[src/rtl/irq_pkg.sv]
// rtl/irq_pkg.sv - shared constants and FSM state type for the interrupt encoder
package irq_pkg;

  localparam int NUM_SRC = 8;
  localparam int CODE_W  = 3;

  typedef enum logic [0:0] {
    IDLE    = 1'b0,
    PRESENT = 1'b1
  } irq_state_t;

endpackage

[src/rtl/prio_enc8.sv]
// rtl/prio_enc8.sv - combinational 8-to-3 priority encoder, bit 7 highest
module prio_enc8
  import irq_pkg::*;
(
  input  logic [NUM_SRC-1:0] in_i,
  output logic [CODE_W-1:0]  idx_o,
  output logic               any_o
);

  // Ascending scan so the highest set bit is the last one written.
  always_comb begin
    idx_o = '0;
    for (int i = 0; i < NUM_SRC; i++) begin
      if (in_i[i]) idx_o = CODE_W'(i);
    end
  end

  assign any_o = |in_i;

endmodule

[src/rtl/irq_encoder83.sv]
// rtl/irq_encoder83.sv - registered 8-to-3 interrupt priority encoder with pending/mask and valid/ack
module irq_encoder83
  import irq_pkg::*;
(
  input  logic               clk,
  input  logic               rst_n,
  input  logic [NUM_SRC-1:0] req,
  input  logic [NUM_SRC-1:0] mask,
  input  logic               ack,
  output logic               irq_valid,
  output logic [CODE_W-1:0]  irq_code,
  output logic [NUM_SRC-1:0] pending
);

  irq_state_t         state_q, state_d;
  logic [CODE_W-1:0]  code_q, code_d;
  logic [NUM_SRC-1:0] pend_q, pend_d;
  logic [NUM_SRC-1:0] clr;
  logic [CODE_W-1:0]  enc_idx;
  logic               enc_any;

  prio_enc8 u_prio_enc8 (
    .in_i  (pend_q & ~mask),
    .idx_o (enc_idx),
    .any_o (enc_any)
  );

  // Request is OR-ed in after the clear so a same-cycle re-request survives the ack.
  always_comb begin
    clr = '0;
    if (state_q == PRESENT && ack) clr[code_q] = 1'b1;
    pend_d = (pend_q & ~clr) | req;
  end

  always_comb begin
    state_d = state_q;
    code_d  = code_q;
    case (state_q)
      IDLE: begin
        if (enc_any) begin
          state_d = PRESENT;
          code_d  = enc_idx;
        end
      end
      PRESENT: begin
        if (ack) state_d = IDLE;
      end
      default: state_d = IDLE;
    endcase
  end

  always_ff @(posedge clk or negedge rst_n) begin
    if (!rst_n) begin
      state_q <= IDLE;
      code_q  <= '0;
      pend_q  <= '0;
    end else begin
      state_q <= state_d;
      code_q  <= code_d;
      pend_q  <= pend_d;
    end
  end

  assign irq_valid = (state_q == PRESENT);
  assign irq_code  = code_q;
  assign pending   = pend_q;

endmodule

[config.mk]
export PLATFORM = sky130hd
export DESIGN_NAME = irq_encoder83
export DESIGN_NICKNAME = d
export VERILOG_FILES = /design/src/rtl/irq_pkg.sv /design/src/rtl/prio_enc8.sv /design/src/rtl/irq_encoder83.sv
export SDC_FILE = /design/constraint.sdc
export NUM_CORES = 1
export LEC_CHECK = 0
export CORE_MARGIN = 5
export CORE_UTILIZATION = 42
export DETAILED_ROUTE_END_ITERATION = 6
export GPL_ROUTABILITY_DRIVEN = 0
export PLACE_DENSITY = 0.82
export SLEW_MARGIN = 30
export SYNTH_ARGS = -nofsm -noshare
export SYNTH_HDL_FRONTEND = slang
export SYNTH_HIERARCHICAL = 1
export SYNTH_SLANG_ARGS = --single-unit
[constraint.sdc]
create_clock -name clk -period 3.6 [get_ports clk]
set_clock_uncertainty 0.05 [all_clocks]
set_input_delay 0.54 -clock clk [delete_from_list [all_inputs] [get_ports clk]]
set_output_delay 0.54 -clock clk [all_outputs]
set_load 0.02 [all_outputs]
Yosys cells after proc, flatten, opt, wreduce, memory -nomap -nowiden. Index checks and enable logic that the tools add are counted.

Register bits after elaboration: 12. Output and inout port bits: 12. Word-level logic and storage cells: 28. Input port bits: 19.

Multiplexer cells: 13. Bitwise operators: 6. Magnitude comparators: 2. Reduce and logical (&&, ||, !) cells: 4.

Operator list (count): 8-bit bitwise AND (2); 8-bit inverter (2); 3-bit two-way mux (4); 8-bit two-way mux (1); 8-bit OR (1); 8-bit OR reduction (1); 3-bit by 4-bit less-than comparator with 1-bit output, second input constant (1); 1-bit two-way mux (4); 2-bit two-way mux (2); 1-bit demux with 3-bit select (1); 3-bit by 1-bit greater-or-equal comparator with 1-bit output, second input constant (1); 1-bit logical AND (2); 1-bit case mux with 2 select lines (1); 2-bit AND reduction (1); 1-bit inverter (1).

Logic depth before layout (Yosys ltp).
Depth in word-level cells: 9. Mapped depth: 5. Gate-level depth less buffers: 5.

By module. The synthesis kept the hierarchy.

Modules (own cells, without submodules): irq_encoder83 (cells an instance 54, instances 1, area each 589.3 µm²); prio_enc8 (cells an instance 12, instances 1, area each 66.3 µm²).

Worst setup path before layout. Ideal clock, no wire load.

Path kind: input port to flip-flop. Start point: input port mask[6]. End point: register code_q[0] (netlist: irq_code[0]). Stages: 5. Path slack: 2002 ps. Path buffers: 0. Required time: 3425 ps. Arrival time: 1423 ps. Cell sequence: nor2b_1 -> nor2_1 -> nand4_1 -> nor2b_4 -> mux2_4.

Longest elaborated chain between the ends: 4. Elaborated cells between the ends (all ways): 6. Classes of those cells: mux (2); bitwise (2); reduce/logical (2).

Ends and longest elaborated chain: start, declared (RTL line irq_encoder83.sv:8) `input logic [NUM_SRC-1:0] mask,`; 8-bit inverter (RTL line irq_encoder83.sv:23) `.in_i (pend_q & ~mask),`; 8-bit bitwise AND (RTL line irq_encoder83.sv:23); 8-bit OR reduction (RTL line prio_enc8.sv:18) `assign any_o = |in_i;`; net enc_any (RTL line irq_encoder83.sv:20) `logic enc_any;`; 2-bit AND reduction (no line); end signal, assigned (RTL line irq_encoder83.sv:59) `code_q <= code_d;`; end, declared (RTL line irq_encoder83.sv:16) `logic [CODE_W-1:0] code_q, code_d;`.

The timed path passes the listed nets, and every way through them passes these cells. A chain may end at the register's enable or synchronous reset.

Worst setup path in the final report.
Start point: register code_q[1] (netlist: irq_code[1]). End point: output port irq_code[1].

RTL lines: end, declared (RTL line irq_encoder83.sv:11) `output logic [CODE_W-1:0] irq_code,`.

No word-level cell between the ends.

==> metrics.txt <==
Critical Path Sink Type=output pin; fillcell total=115; vias in the first global route=676; WL final=1700 um; area grow syn2layout=52.9%; Syn Nets=85; Synth Flop Type=dfrtp_1; Clock Tree Root=clkbuf_4; hold_buf cts=0; Max-Cap Viols=0; Max FO, Critical Path=10; Die Wd=49.5 um; RSZ-0062 raised after global routing=false; EDFF count, synth=0; post-route DRC violation count=0; Mapped Cells=66; dpl hpwl=1320 um; total grt overflow=0; Top Family by Delay on Critical Path=buffers and inverters; latest clock arrival within the worst-skew pair=0.27 ns; Max clock buf depth=2; Post-synth ARST share=100%; most area-consuming cells after synthesis=dfrtp_1 (46%), nor2b_1 (7.6%), mux2_4 (6.9%); die height=49.5 um; r2r startpoint=pending[6]$_DFF_PN0_; CTS resizes=0; RR Endpoint=irq_code[2]$_DFFE_PN0P_; R2R cell count=5; Initial Util=44.0%; I/O Buffers=30; Core ar.=1490 um^2; LEAKAGE=0.391 nW; Worst Setup Slack, final=1.50 ns; critical-path cell list=clkdlybuf4s50_1; Final Max Slew Viols=0; Vias/cell=5.30; pwr dens=549 nW/um^2; Crit path required time=3.01 ns; worst hold slack=0.501 ns; Avg WL per Cell=14.9 um; Worst VDD drop=239 uV; Final ANT Viol Nets=0; Syn Area/Cell=9.93 um^2; dominant cell type by area after synthesis=dfrtp_1; number of diodes=0; final setup vio count=0; Hold WC Path Type=flop to flop; initial DRC count=10; WP data arrival=1.51 ns; Critical-path top delay cell=clkdlybuf4s50_1; number of synthesized register bits=12; die area=2450 um^2; post-synthesis sequential area ratio=45.8%; clock sinks=12; fin crit share=58.3%; critical path type=flop to output pin; Reg clk slew, reported paths=0.07 ns; Syn Std Cell Area=656 um^2; most instantiated cells after synthesis=dfrtp_1 (12), nor2_1 (12), nor2b_1 (8); FMAX=477 MHz; CTS tree=built; Top Ports=31; hold path startpoint=pending[1]$_DFF_PN0_; status=completed; initial antenna violation count=0; Yosys top cell area share=45.8%; WHS Endpoint=pending[1]$_DFF_PN0_; CP Launch Type=flop; Crit path largest cell delay=0.68 ns; Total GRT Usage=15.4%; Final Hold Vio Count=0; nets=118; pin count of the biggest net entering global routing=13; Post-CTS Setup Inserts=0; Worst slew margin=63.6%; Final min period=2.10 ns; Buf/Inv on CP=1; total number of vias=604; Fin Setup TNS=0 ns; TritonRoute pass-1 iters=6; H-tree depth=1; Rows=14; Num CTS Buffers=3; FF-to-FF setup slack=1.99 ns; yosys warns=6; Worst-Margin Slew=0.544 ns; dpl ws=1.47 ns; first-pass GRT wire length=2920 um; WHS Path Cells=2; layout cells sized above 1=16.3%; Unique masters post-synth=20
## worst max path at each step
stage,from,to,slack (ns),depth (start not counted)
finish,irq_code[1]$_DFFE_PN0P_,irq_code[1],1.50,1
global placement,mask[6],irq_code[0]$_DFFE_PN0P_,1.53,6
CTS,irq_code[1]$_DFFE_PN0P_,irq_code[1],1.48,1
floorplan,mask[6],irq_code[0]$_DFFE_PN0P_,2.00,5
detailed placement,mask[6],irq_code[2]$_DFFE_PN0P_,1.47,6
global route,irq_code[1]$_DFFE_PN0P_,irq_code[1],1.43,1
## logic make-up (layout without fill, tap and decap cells)
logic type | Yosys count | count (layout) | share of synthesized area [%]
DFF | 12 | 12 | 45.8
muxes | 3 | 3 | 6.87
and+or+nand+nor | 31 | 31 | 26.9
AOI/OAI and AO/OA | 13 | 13 | 16.0
buffers and inverters | 7 | 39 | 4.39
## worst reg2reg max path, stage by stage (launching register included)
cell and delay [ns]:
dfrtp_1 0.37, nor2b_1 0.30, nor2_1 0.15, nand4_1 0.10
nor2b_4 0.22, mux2_4 0.31
## stage by stage
step	power, mW	cells	util (%)	cell area, um^2
global route	0.578	114	67.3	1000
finish	0.551	114	67.3	1000
floorplan	0.343	66	-	656
detailed placement	0.446	110	64.9	966
CTS	0.554	114	67.3	1000
global placement	0.439	110	64.9	966
## cells in the final DEF, fill, tap and decap left out
cell type / instances
clkdlybuf4s50_1: 30
a21oi_2: 1
dfrtp_1: 12
o31ai_2: 1
mux2_4: 3
a21oi_1: 7
a41oi_2: 2
nor2b_4: 1
nor3b_1: 4
nand4_1: 1
nor2_1: 12
clkbuf_8: 1
nand2_1: 1
inv_2: 1
and3b_2: 1
inv_1: 4
o31ai_1: 1
and3_2: 1
a21o_2: 1
nor3_1: 2
nor2b_1: 8
clkbuf_4: 3
## registers in the layout, indices dropped and copies added (netlist names)
| register | cells |
|---|---|
| irq_valid | 1 |
| pending | 8 |
| irq_code | 3 |
## where the power goes
group	switching, mW	leakage [nW]	internal, mW
Clock	0.0471	0.0210	0.0615
Combinational	0.102	0.256	0.131
Sequential	0.0463	0.113	0.163
Total	0.195	0.391	0.355
## final cells by class
| cell class | count | area [um^2] | area share, % |
|---|---|---|---|
| clock buffers | 4 | 36.3 | 3.62 |
| inverters | 5 | 18.8 | 1.87 |
| multi-input cells | 47 | 327 | 32.6 |
| flip-flops and latches | 12 | 300 | 30.0 |
| well taps | 16 | 20.0 | 2.00 |
| repair buffers | 30 | 300 | 30.0 |
## metal layers
metal	routed length (um)	vias up	global-route usage, %	part of all wire (%)
met5	0	-	0	0
met4	21	0	6.55	1.2
met2	840	26	27.0	49
met1	684	286	15.8	40
li1	-	288	-	-
met3	156	4	6.33	9.2
Note: power is estimated with default switching activity, not from simulation.
